$ cat config.mk
export PLATFORM = sky130hd
export DESIGN_NAME = serial_ripple_subtractor
export DESIGN_NICKNAME = d
export VERILOG_FILES = /design/src/rtl/serial_ripple_subtractor.sv
export SDC_FILE = /design/constraint.sdc
export NUM_CORES = 1
export LEC_CHECK = 0
export ABC_CLOCK_PERIOD_IN_PS = 1400
export BUFFER_PORTS_ARGS = -buffer_cell sky130_fd_sc_hd__buf_2
export CORE_ASPECT_RATIO = 1.2
export CORE_MARGIN = 3
export CORE_UTILIZATION = 44
export DETAILED_ROUTE_END_ITERATION = 8
export PLACE_DENSITY_LB_ADDON = 0.25
export RECOVER_POWER = 25
export SLEW_MARGIN = 20
export SYNTH_ARGS = -nofsm -noshare
export SYNTH_HDL_FRONTEND = slang
export SYNTH_SLANG_ARGS = --single-unit
$ cat constraint.sdc
create_clock -name clk -period 1.4 [get_ports clk]
set_input_delay 0.28 -clock clk [delete_from_list [all_inputs] [get_ports clk]]
set_output_delay 0.28 -clock clk [all_outputs]
set_load 0.01 [all_outputs]
$ cat src/rtl/serial_ripple_subtractor.sv
// Bit-serial ripple-borrow subtractor: diff = a - b - bin, one bit per clock, LSB first.
// Optional signed-overflow output enabled by defining SERIAL_SUB_OVF_EN.
module serial_ripple_subtractor #(
  parameter int unsigned W = 4
) (
  input  logic         clk,
  input  logic         rst_n,
  input  logic         start,
  input  logic [W-1:0] a,
  input  logic [W-1:0] b,
  input  logic         bin,
  output logic         ready,
  output logic         busy,
  output logic [W-1:0] diff,
  output logic         bout,
`ifdef SERIAL_SUB_OVF_EN
  output logic         ovf,
`endif
  output logic         done
);

  localparam int unsigned CW = (W > 1) ? $clog2(W) : 1;

  localparam logic [1:0] S_IDLE = 2'd0;
  localparam logic [1:0] S_RUN  = 2'd1;
  localparam logic [1:0] S_DONE = 2'd2;

  logic [1:0]    state;
  logic [W-1:0]  a_sr;
  logic [W-1:0]  b_sr;
  logic [W-1:0]  res_sr;
  logic          br;
  logic [CW-1:0] cnt;

  logic          d_bit;
  logic          br_next;
  logic [W-1:0]  res_next;
  logic          last_bit;

  always_comb begin
    d_bit    = a_sr[0] ^ b_sr[0] ^ br;
    br_next  = (~a_sr[0] & b_sr[0]) | (~(a_sr[0] ^ b_sr[0]) & br);
    res_next = {d_bit, res_sr[W-1:1]};
    last_bit = (cnt == CW'(W - 1));
  end

  always_ff @(posedge clk or negedge rst_n) begin
    if (!rst_n) begin
      state  <= S_IDLE;
      a_sr   <= '0;
      b_sr   <= '0;
      res_sr <= '0;
      br     <= 1'b0;
      cnt    <= '0;
      diff   <= '0;
      bout   <= 1'b0;
`ifdef SERIAL_SUB_OVF_EN
      ovf    <= 1'b0;
`endif
    end else begin
      case (state)
        S_IDLE: begin
          if (start) begin
            a_sr  <= a;
            b_sr  <= b;
            br    <= bin;
            cnt   <= '0;
            state <= S_RUN;
          end
        end
        S_RUN: begin
          a_sr   <= {1'b0, a_sr[W-1:1]};
          b_sr   <= {1'b0, b_sr[W-1:1]};
          res_sr <= res_next;
          br     <= br_next;
          if (last_bit) begin
            // Counter is held at the terminal value so it never wraps for power-of-two W.
            state <= S_DONE;
            diff  <= res_next;
            bout  <= br_next;
`ifdef SERIAL_SUB_OVF_EN
            ovf   <= br ^ br_next;
`endif
          end else begin
            cnt <= cnt + 1'b1;
          end
        end
        S_DONE:  state <= S_IDLE;
        default: state <= S_IDLE;
      endcase
    end
  end

  assign ready = (state == S_IDLE);
  assign busy  = (state == S_RUN) || (state == S_DONE);
  assign done  = (state == S_DONE);

endmodule

* Word-level counts from Yosys, hierarchy flattened
Cells that the tools add are included.
** Operators by class
- Add/subtract/negate cells :: 1
- Eq/ne operators :: 6
- Multiplexer cells :: 12
- Bitwise operators :: 7
- Reductions and logical operators :: 7
** Operator list (count)
- $pmux W4 S2 :: 2
- $mux W2 :: 4
- $mux W4 :: 2
- $pmux W2 S2 :: 2
- $ne A2 B2 Y1 const B :: 3
- $reduce_and A2 Y1 :: 3
- $eq A2 B2 Y1 const B :: 2
- $reduce_and A3 Y1 :: 1
- $add A2 B1 Y2 const B :: 1
- $and A1 B1 Y1 :: 2
- $eq A2 B1 Y1 const B :: 1
- $logic_not A2 Y1 :: 1
- $not A1 Y1 :: 2
- $pmux W1 S2 :: 1
- $reduce_bool A2 Y1 :: 1
- $xor A1 B1 Y1 :: 2
- $logic_or A1 B1 Y1 :: 1
- $mux W1 :: 1
- $or A1 B1 Y1 :: 1
** Storage, ports and cells
- Register bits after elaboration :: 22
- Input bits :: 12
- Word-level logic and storage cells :: 41

* Depth between registers and ports, before layout
Gate-level depths: netlist of the first run.
- Depth after elaboration :: 5
- Mapped depth :: 6
- Gate-level depth less buffers :: 5

* Worst setup path before layout of the first run
No wires, ideal clock.
- Path kind :: register to register
- From :: register state[0]
- To :: register cnt[0]
- Setup time :: 128 ps
- Arrival time :: 1449 ps
- Path slack :: -177 ps
- Cell stages (with the launch flop) :: 6
- Period minus slack after synthesis :: 1577 ps
- Cell sequence :: dfrtp_1 inv_1 ha_1 nor2b_4 a211oi_2 mux2_1
** On the way
- Longest elaborated chain between the ends :: 3
- Elaborated cells between the ends (all ways) :: 7
- Classes of those cells :: eq/ne: 3; mux: 1; reduce/logical: 3
** RTL lines
- from (decl) :: line 28 : logic [1:0] state;
- from (signal assigned) :: line 49 : state <= S_IDLE;
- from (signal assigned) :: line 68 : state <= S_RUN;
- from (signal assigned) :: line 78 : state <= S_DONE;
- $logic_not A2 Y1 *
- net ready :: line 12 : output logic ready,
- $ne A2 B2 Y1 (no source line) / $reduce_bool A2 Y1 (equally long branches)
- $reduce_and A3 Y1 (no source line)
- to (signal assigned) :: line 85 : cnt <= cnt + 1'b1;
- to (decl) :: line 33 : logic [CW-1:0] cnt;
Mark *: on every way through the listed nets, which the timed path passes. The rest lies on a longest branch.
A chain may end at the register's enable or synchronous reset.

* Worst setup path after layout of the first run
- From :: register state[0]
- To :: output port ready
** On the way
- Longest elaborated chain between the ends :: 1
** RTL lines
- $logic_not A2 Y1 :: line 94 : assign ready = (state == S_IDLE);
- to (decl) :: line 12
Every way passes these cells.

==> metrics.txt, run 1 <==
gr ovfl total=0; ANT nets after route=0; leading cell type in the layout, fill and taps excluded=dfrtp_1; clk sink count=21; Post-Syn Nets=between 100 and 150; Die Wd=49.9 um; Critical Path AT=~1.2 ns; Worst path slowest cell=dfrtp_2; Cell Area, Synth=1020 um^2; most used cell, CP=buf_6; nets=141; Seq/Total Area, Yosys=51.5%; H-tree depth=1; Die H=just under 60 um; delay-heaviest family, CP=flip-flops; peak supply drop=0.00148 V; share of layout cells above drive strength 1=46.3%; clk_lat worst skew=0.30 ns; clock tree buffer depth=2; Total Routing Usage GR=between 10 and 15%; clock skew=0.00212 ns; Relative slew margins=66.3%; crit path buf inv count=3; std cell rows=18; final antenna diode count=0; CP endpoint kind=output pin; first-pass GRT wire length=3090 um; DR vias/cell=4.75; worst-margin pin slew=0.505 ns; overall routed net length=~1800 um; Synth top area share=51.5%; GP Congestion=0.742; Post-route DRC=0; violated checks=negative setup slack; fin util=64.3%; via count=717; vias in the first global route=733; Pwr Total=approximately 3.3 mW; placed cell count=between 100 and 150; TritonCTS buffer count=3; Core ar.=2140 um^2; Critical Path Start Type=register; Synth area leader=dfrtp_1; Iter 0 DRT Violations=2; largest fanout on the critical path=4; Max Cap Viol=0; Worst-path clk slew=0.11 ns; commonest non-fill, non-tap cells in the layout=20 x dfrtp_1, 15 x buf_2, 11 x nand2_1, 9 x buf_4; syn_area_per_cell=11.9 um^2; CP required=about 1.1 ns; Setup CP Type=register to output pin; CP Cell Sequence=inv_2, ha_4, buf_6, buf_6; status=complete, but fails checks; Pleak=0.662 nW; detailed placement HPWL=1290 um; achievable clock frequency=slightly below 700 MHz; pre-CTS setup slack=-0.0771 ns; Cell Pwr Density=2420 nW/um^2; fin crit period=~1.5 ns; synth warn=0; Routed WL per cell=11.7 um; synthesis-to-finish area growth=34.8%; Hold Path Class=input port to register; setup tns final=-0.177 ns; max-slew violations=0; final setup margin=-0.0545 ns; Final Cycle Share=104%; CP max stage delay=about 0.45 ns; die area=2930 um^2; Synth area leaders=dfrtp_1 52%, mux2_2 8.8%, mux2i_1 7.9%, ha_1 7.4%, o21ai_0 4.9%; Seq cells post-synth=21; 1st-pass router iterations=6; largest net degree at the start of global routing=22; IO Pins=20; final setup vio count=6; RSZ-0062 raised after global routing=yes; initial core utilization=between 40% and 50%; Hold Violations, Final=0; Cell Count, Final, Fillers Out=~150; fillers=185; Yosys cell types=20; IO Port Bufs=19; TritonCTS clock tree=yes; initial antenna violation count=0; Synth Instances=86; Root Buffer Master=clkbuf_4
## final timing paths
check	start	end	slack, ns	cells past startpoint
max	state[0]$_DFFE_PN0P_	ready	-0.05	4
min	b[3]	b_sr[3]$_DFFE_PN0P_	0.21	3
max reg2reg	state[1]$_DFFE_PN0P_	cnt[0]$_DFFE_PN0P_	-0.05	5
min reg2reg	bout$_DFFE_PN0P_	bout$_DFFE_PN0P_	0.49	2
max in group asynchronous	rst_n	state[0]$_DFFE_PN0P_	0.57	2
min in group asynchronous	rst_n	diff[3]$_DFFE_PN0P_	0.46	2
## cells in the mapped netlist
library cell,number
mux2_1,1
fa_1,1
buf_2,1
mux2_2,8
a211oi_2,1
nand2b_1,2
nand2_1,12
nor2b_4,1
o21ai_1,1
nor2b_1,1
o21a_1,1
ha_1,6
mux2i_1,8
dfrtp_1,21
o21ai_0,10
inv_1,7
buf_6,1
mux2i_2,1
nor2_1,1
a21oi_1,1
## through the flow
step / hold slack, ns / cell area, um^2
after floorplan: -0.0156 / 1040
after global placement: 0.263 / 1240
after detailed placement: 0.256 / 1240
after CTS: 0.209 / 1350
after global routing: 0.221 / 1380
final: 0.210 / 1380
## where the power goes
| group | switching (mW) | internal [mW] | leakage (nW) | total, mW |
|---|---|---|---|---|
| clock network | 0.176 | 0.111 | 0.0150 | 0.287 |
| registers | 0.156 | 0.898 | 0.262 | 1.05 |
| logic | 0.857 | 1.13 | 0.385 | 1.99 |
## logic make-up after synthesis
family,synth area share (%)
flops,51.5
mux,19.1
buf+inv,4.17
simple gates,7.97
fa+ha+maj,9.33
compound gates,7.85
## tightest hold or removal path, stage by stage
cell and delay (ns):
buf_2 0.09, nand2b_1 0.06, o21ai_1 0.05
## per-layer routing
metal | GRT usage [%] | vias up | part of all wire [%]
li1 | - | 360 | -
met4 | 5.93 | 0 | 1.9
met3 | 3.29 | 5 | 4.1
met2 | 25.0 | 16 | 53
met1 | 15.9 | 336 | 41
met5 | 0 | - | 0
## sequential cells by signal (all words and copies together), names as in the netlist
register,flops
a_sr,4
b_sr,4
diff,4
res_sr,3
cnt,2
state,2
bout,1
br,1
## layout make-up
type,instances,area [um^2],area share (%)
sequential,21,527,38.3
multi-input combinational,56,510,37.1
timing repair buffer,33,245,17.8
inverter,7,28.8,2.09
tap,30,37.5,2.73
clock buffer,4,26.3,1.91
## what timing repair did
| action | in CTS | in global routing |
|---|---|---|
| setup buffers | 3 | 1 |
| gates resized for setup | 18 | 5 |
| endpoints found under the setup margin | 14 | 16 |
| pin swaps | 2 | 1 |
| hold buffers | 1 | 0 |
| endpoints found under the hold margin | 21 | 0 |
Power figures use the tool's default switching activity.
==> run 2, diff against run 1 <==
--- a/config.mk
+++ b/config.mk
@@ -6,8 +6,7 @@
 export NUM_CORES = 1
 export LEC_CHECK = 0
 export ABC_CLOCK_PERIOD_IN_PS = 1400
-export BUFFER_PORTS_ARGS = -buffer_cell sky130_fd_sc_hd__buf_2
-export CORE_ASPECT_RATIO = 1.2
+export BUFFER_PORTS_ARGS = -buffer_cell sky130_fd_sc_hd__clkbuf_2
 export CORE_MARGIN = 3
 export CORE_UTILIZATION = 44
 export DETAILED_ROUTE_END_ITERATION = 8
==> metrics.txt, run 2 (synthesis results as in run 1) <==
Hold Crit Depth=3; final setup vio count=14; DP Area=1230 um^2; Iter 0 DRT Violations=5; biggest regs=a_sr x4, b_sr x4, diff x4; initial antenna violation count=0; Total Routing Usage GR=between 10% and 20%; overall routed net length=between 1500 and 2000 um; clk sink count=21; Critical Path Start Type=register; R2R Setup Slk=-0.11 ns; Cell Count, Final, Fillers Out=~150; IO Pins=20; Routed WL per cell=approximately 13 um; TritonCTS clock tree=yes; ANT nets after route=0; synthesis-to-finish area growth=38.4%; gr ovfl total=0; Die H=54.1 um; fillers=160; CP required=between 1.5 and 2 ns; fin crit period=roughly 1.5 ns; Hold EP=b_sr[3]$_DFFE_PN0P_; violated checks=negative setup slack; final setup margin=-0.112 ns; initial core utilization=a little under 50%; final antenna diode count=0; Cell Pwr Density=2440 nW/um^2; hold slack=0.201 ns; Critical Path AT=between 1.5 and 2 ns; clock skew=between 0.002 and 0.003 ns; Hold Path Class=input port to register; Worst-path clk slew=between 0.1 and 0.15 ns; DR vias/cell=4.80; Worst R2R Start=state[0]$_DFFE_PN0P_; std cell rows=16; first-pass GRT wire length=3150 um; worst reg2reg path depth=7; Pwr Total=about 3.4 mW; Worst Hold Launch=b[3]; Root Buffer Master=clkbuf_4; IO Port Bufs=19; RSZ-0062 raised after global routing=yes; fin area=1410 um^2; Relative slew margins=65.8%; reg2reg end=a_sr[0]$_DFFE_PN0P_; achievable clock frequency=661 MHz; leading cell type in the layout, fill and taps excluded=dfrtp_1; nets=141; Hold Violations, Final=0; via count=a little over 700; peak supply drop=around 0.0016 V; GP Congestion=0.732; share of layout cells above drive strength 1=47.1%; Setup CP Type=register to register; detailed placement HPWL=1340 um; max-slew violations=0; Final Cycle Share=108%; CP endpoint kind=register; 1st-pass router iterations=4; clock tree buffer depth=2; Pleak=between 0.6 and 0.7 nW; die area=just under 3000 um^2; vias in the first global route=approximately 700; status=complete, but fails checks; clk_lat worst skew=0.30 ns; placed cell count=between 100 and 150; TritonCTS buffer count=3; Max Cap Viol=0; largest fanout on the critical path=9; H-tree depth=1; commonest non-fill, non-tap cells in the layout=20 x dfrtp_1, 16 x clkbuf_2, 11 x nand2_1, 9 x buf_4, 8 x mux2i_1; largest net degree at the start of global routing=22; Core ar.=2080 um^2; Post-route DRC=0; Die Wd=54.1 um; worst-margin pin slew=0.513 ns
## run 2: through the flow
stage / TNS (ns) / setup slack [ns] / util (%)
3_3_place_gp: -0.148 / -0.0366 / 59.1
6_report: -0.847 / -0.112 / 67.8
3_5_place_dp: -0.437 / -0.0837 / 59.1
2_1_floorplan: -0.0610 / -0.0610 / -
4_1_cts: -0.463 / -0.0685 / 63.8
5_1_grt: -1.98 / -0.169 / 67.8
## run 2: layout make-up
cell class,count,area (um^2),share of cell area (%)
Clock buffer,3,22.5,1.60
Multi-Input combinational cell,56,524,37.1
Timing Repair Buffer,33,270,19.1
Tap cell,27,33.8,2.39
Clock inverter,1,5.00,0.355
Inverter,7,28.8,2.04
Sequential cell,21,527,37.3
## run 2: worst max-delay path, cell delays in order, from the launching register on
cell	delay [ns]
dfrtp_2	0.44
inv_2	0.09
ha_4	0.15
buf_4	0.12
mux2i_4	0.30
clkbuf_16	0.20
nand2_1	0.06
o21ai_0	0.08
## run 2: power breakdown
group	internal, mW	switching (mW)
Combinational	1.22	0.891
Clock	0.106	0.175
Sequential	0.898	0.158
## run 2: worst max path at each step
stage / startpoint / endpoint / slack (ns) / cells after the start
5_1_grt: state[0]$_DFFE_PN0P_ / b_sr[1]$_DFFE_PN0P_ / -0.17 / 7
3_5_place_dp: state[1]$_DFFE_PN0P_ / b_sr[2]$_DFFE_PN0P_ / -0.08 / 5
2_1_floorplan: state[0]$_DFFE_PN0P_ / cnt[0]$_DFFE_PN0P_ / -0.06 / 5
6_report: state[0]$_DFFE_PN0P_ / a_sr[0]$_DFFE_PN0P_ / -0.11 / 7
4_1_cts: state[0]$_DFFE_PN0P_ / done / -0.07 / 4
3_3_place_gp: state[1]$_DFFE_PN0P_ / a_sr[0]$_DFFE_PN0P_ / -0.04 / 5
## run 2: timing repair
| action | 4_1_cts | 5_1_grt |
|---|---|---|
| hold buffers | 1 | 0 |
| hold endpoints to repair | 21 | 0 |
| cloned | 0 | 1 |
| gates resized for setup | 8 | 12 |
| buffers inserted | 1 | 3 |
| endpoints found under the setup margin | 15 | 15 |
| pin swaps | 1 | 2 |
## run 2: layer usage
layer	share of wire (%)	track usage, %	vias up
met5	0	0	-
met4	0.64	3.73	0
met3	7.2	6.93	2
met2	50	24.7	18
met1	42	18.4	336
li1	-	-	355
==> run 3, diff against run 2 <==
--- a/config.mk
+++ b/config.mk
@@ -7,7 +7,6 @@
 export LEC_CHECK = 0
 export ABC_CLOCK_PERIOD_IN_PS = 1400
 export BUFFER_PORTS_ARGS = -buffer_cell sky130_fd_sc_hd__clkbuf_2
-export CORE_MARGIN = 3
 export CORE_UTILIZATION = 44
 export DETAILED_ROUTE_END_ITERATION = 8
 export PLACE_DENSITY_LB_ADDON = 0.25
==> metrics.txt, run 3 (synthesis results as in run 1) <==
GP Congestion=0.709; clk sink count=21; Die Wd=50.1 um; Worst R2R Start=state[0]$_DFFE_PN0P_; Pwr Total=3.49 mW; hold slack=0.204 ns; Max Cap Viol=0; pre-CTS setup slack=-0.0792 ns; commonest non-fill, non-tap cells in the layout=20 x dfrtp_1, 17 x clkbuf_2, 8 x mux2i_1, 8 x nand2_1; Hold Violations, Final=0; Pleak=~0.67 nW; Die H=50.1 um; multi-input logic area=~530 um^2; clk_lat worst skew=0.30 ns; achievable clock frequency=roughly 660 MHz; overall routed net length=~2000 um; H-tree depth=1; status=complete, but fails checks; vias in the first global route=751; max-slew violations=0; nets=139; share of layout cells above drive strength 1=between 40 and 50%; violated checks=negative setup slack; ANT nets after route=0; worst-margin pin slew=0.516 ns; largest fanout on the critical path=4; die area=2510 um^2; Worst path slowest cell=dfrtp_2; fin util=63.6%; DR vias/cell=approximately 5.0; CP max stage delay=around 0.40 ns; Final Cycle Share=107%; Total Routing Usage GR=around 18%; gr ovfl total=0; TritonCTS clock tree=yes; CP endpoint kind=register; synthesis-to-finish area growth=36.7%; storage element area=about 530 um^2; first-pass GRT wire length=3310 um; initial core utilization=46.5%; final setup vio count=5; Root Buffer Master=clkbuf_4; leading cell type in the layout, fill and taps excluded=dfrtp_1; via count=732; reg2reg end=cnt[0]$_DFFE_PN0P_; fillers=191; biggest regs=a_sr x4, b_sr x4, diff x4; std cell rows=17; 1st-pass router iterations=4; initial antenna violation count=0; CP required=1.59 ns; TritonCTS buffer count=3; fin crit period=1.50 ns; detailed placement HPWL=1310 um; final setup margin=-0.105 ns; CP Cell Sequence=buf_4, ha_4, nor2_1, a211oi_2, mux2_1; Cell Pwr Density=2500 nW/um^2; Setup CP Type=register to register; largest net degree at the start of global routing=22; R2R Setup Slk=-0.10 ns; Worst-path clk slew=roughly 0.12 ns; IO Port Bufs=19; Hold Path Class=input port to register; Core ar.=2190 um^2; clock skew=0.00190 ns; Critical Path AT=1.69 ns; CP Launch Point=state[0]$_DFFE_PN0P_; Iter 0 DRT Violations=5; Routed WL per cell=13.3 um; RSZ-0062 raised after global routing=yes; Critical Path Sink=cnt[0]$_DFFE_PN0P_; Post-route DRC=0; peak supply drop=0.00143 V; Critical Path Start Type=register; Relative slew margins=65.6%; worst reg2reg path depth=5; clock tree buffer depth=2; final antenna diode count=0; IO Pins=20
-- run 3: cell count changes in the layout (fill, tap and decap cells not counted), moves of 2 or more --
cell / change
buf_4: -2
nand2_1: -3
nand2_2: +3
o21ai_1: +4
o21ai_0: -5
-- run 3: worst max-delay path, delay by kind of cell, from the launching register on --
kind,cells,cell delay (ns)
buffers and inverters,1,0.15
muxes,1,0.36
and+or+nand+nor,1,0.06
DFF,1,0.40
adders and majority gates,1,0.17
AOI/OAI and AO/OA,1,0.25
-- run 3: stage by stage --
| step | TNS, ns | instances | area (um^2) |
|---|---|---|---|
| after floorplan | -0.0610 | 86 | 1040 |
| after global placement | -0.0376 | 139 | 1230 |
| after detailed placement | -0.235 | 139 | 1230 |
| after CTS | -0.713 | 145 | 1290 |
| after global routing | -1.03 | 147 | 1390 |
| final | -0.244 | 147 | 1390 |
-- run 3: power by group --
part | internal [mW] | switching, mW
Sequential | 0.898 | 0.167
Combinational | 1.20 | 0.927
Clock | 0.111 | 0.182
Total | 2.21 | 1.28
-- run 3: area by class of cell --
cell class,count,area share [%]
sequential,21,37.8
clock buffer,4,1.89
multi-input combinational,56,38.1
timing repair buffer,31,17.5
inverter,7,2.24
tap,28,2.51
-- run 3: worst min path at each step --
stage / from / cells past startpoint / to
floorplan: rst_n / 0 / a_sr[0]$_DFFE_PN0P_
global placement: rst_n / 1 / bout$_DFFE_PN0P_
detailed placement: rst_n / 1 / diff[3]$_DFFE_PN0P_
CTS: a[3] / 3 / a_sr[3]$_DFFE_PN0P_
global route: b[3] / 3 / b_sr[3]$_DFFE_PN0P_
finish: a[3] / 3 / a_sr[3]$_DFFE_PN0P_
-- run 3: per-layer routing --
metal | vias to the layer above | GRT usage, % | wire length (um)
li1 | 357 | - | -
met1 | 355 | 19.8 | 805
met2 | 18 | 32.7 | 1050
met3 | 2 | 3.33 | 86
met4 | 0 | 7.14 | 16
met5 | - | 0 | 0
-- run 3: timing repair --
item	4_1_cts	5_1_grt
endpoints found under the setup margin	13	16
pin swaps	1	1
gates cloned	0	1
hold buffers	1	0
gates resized for setup	4	25
hold endpoints to repair	21	0
setup buffers	1	1
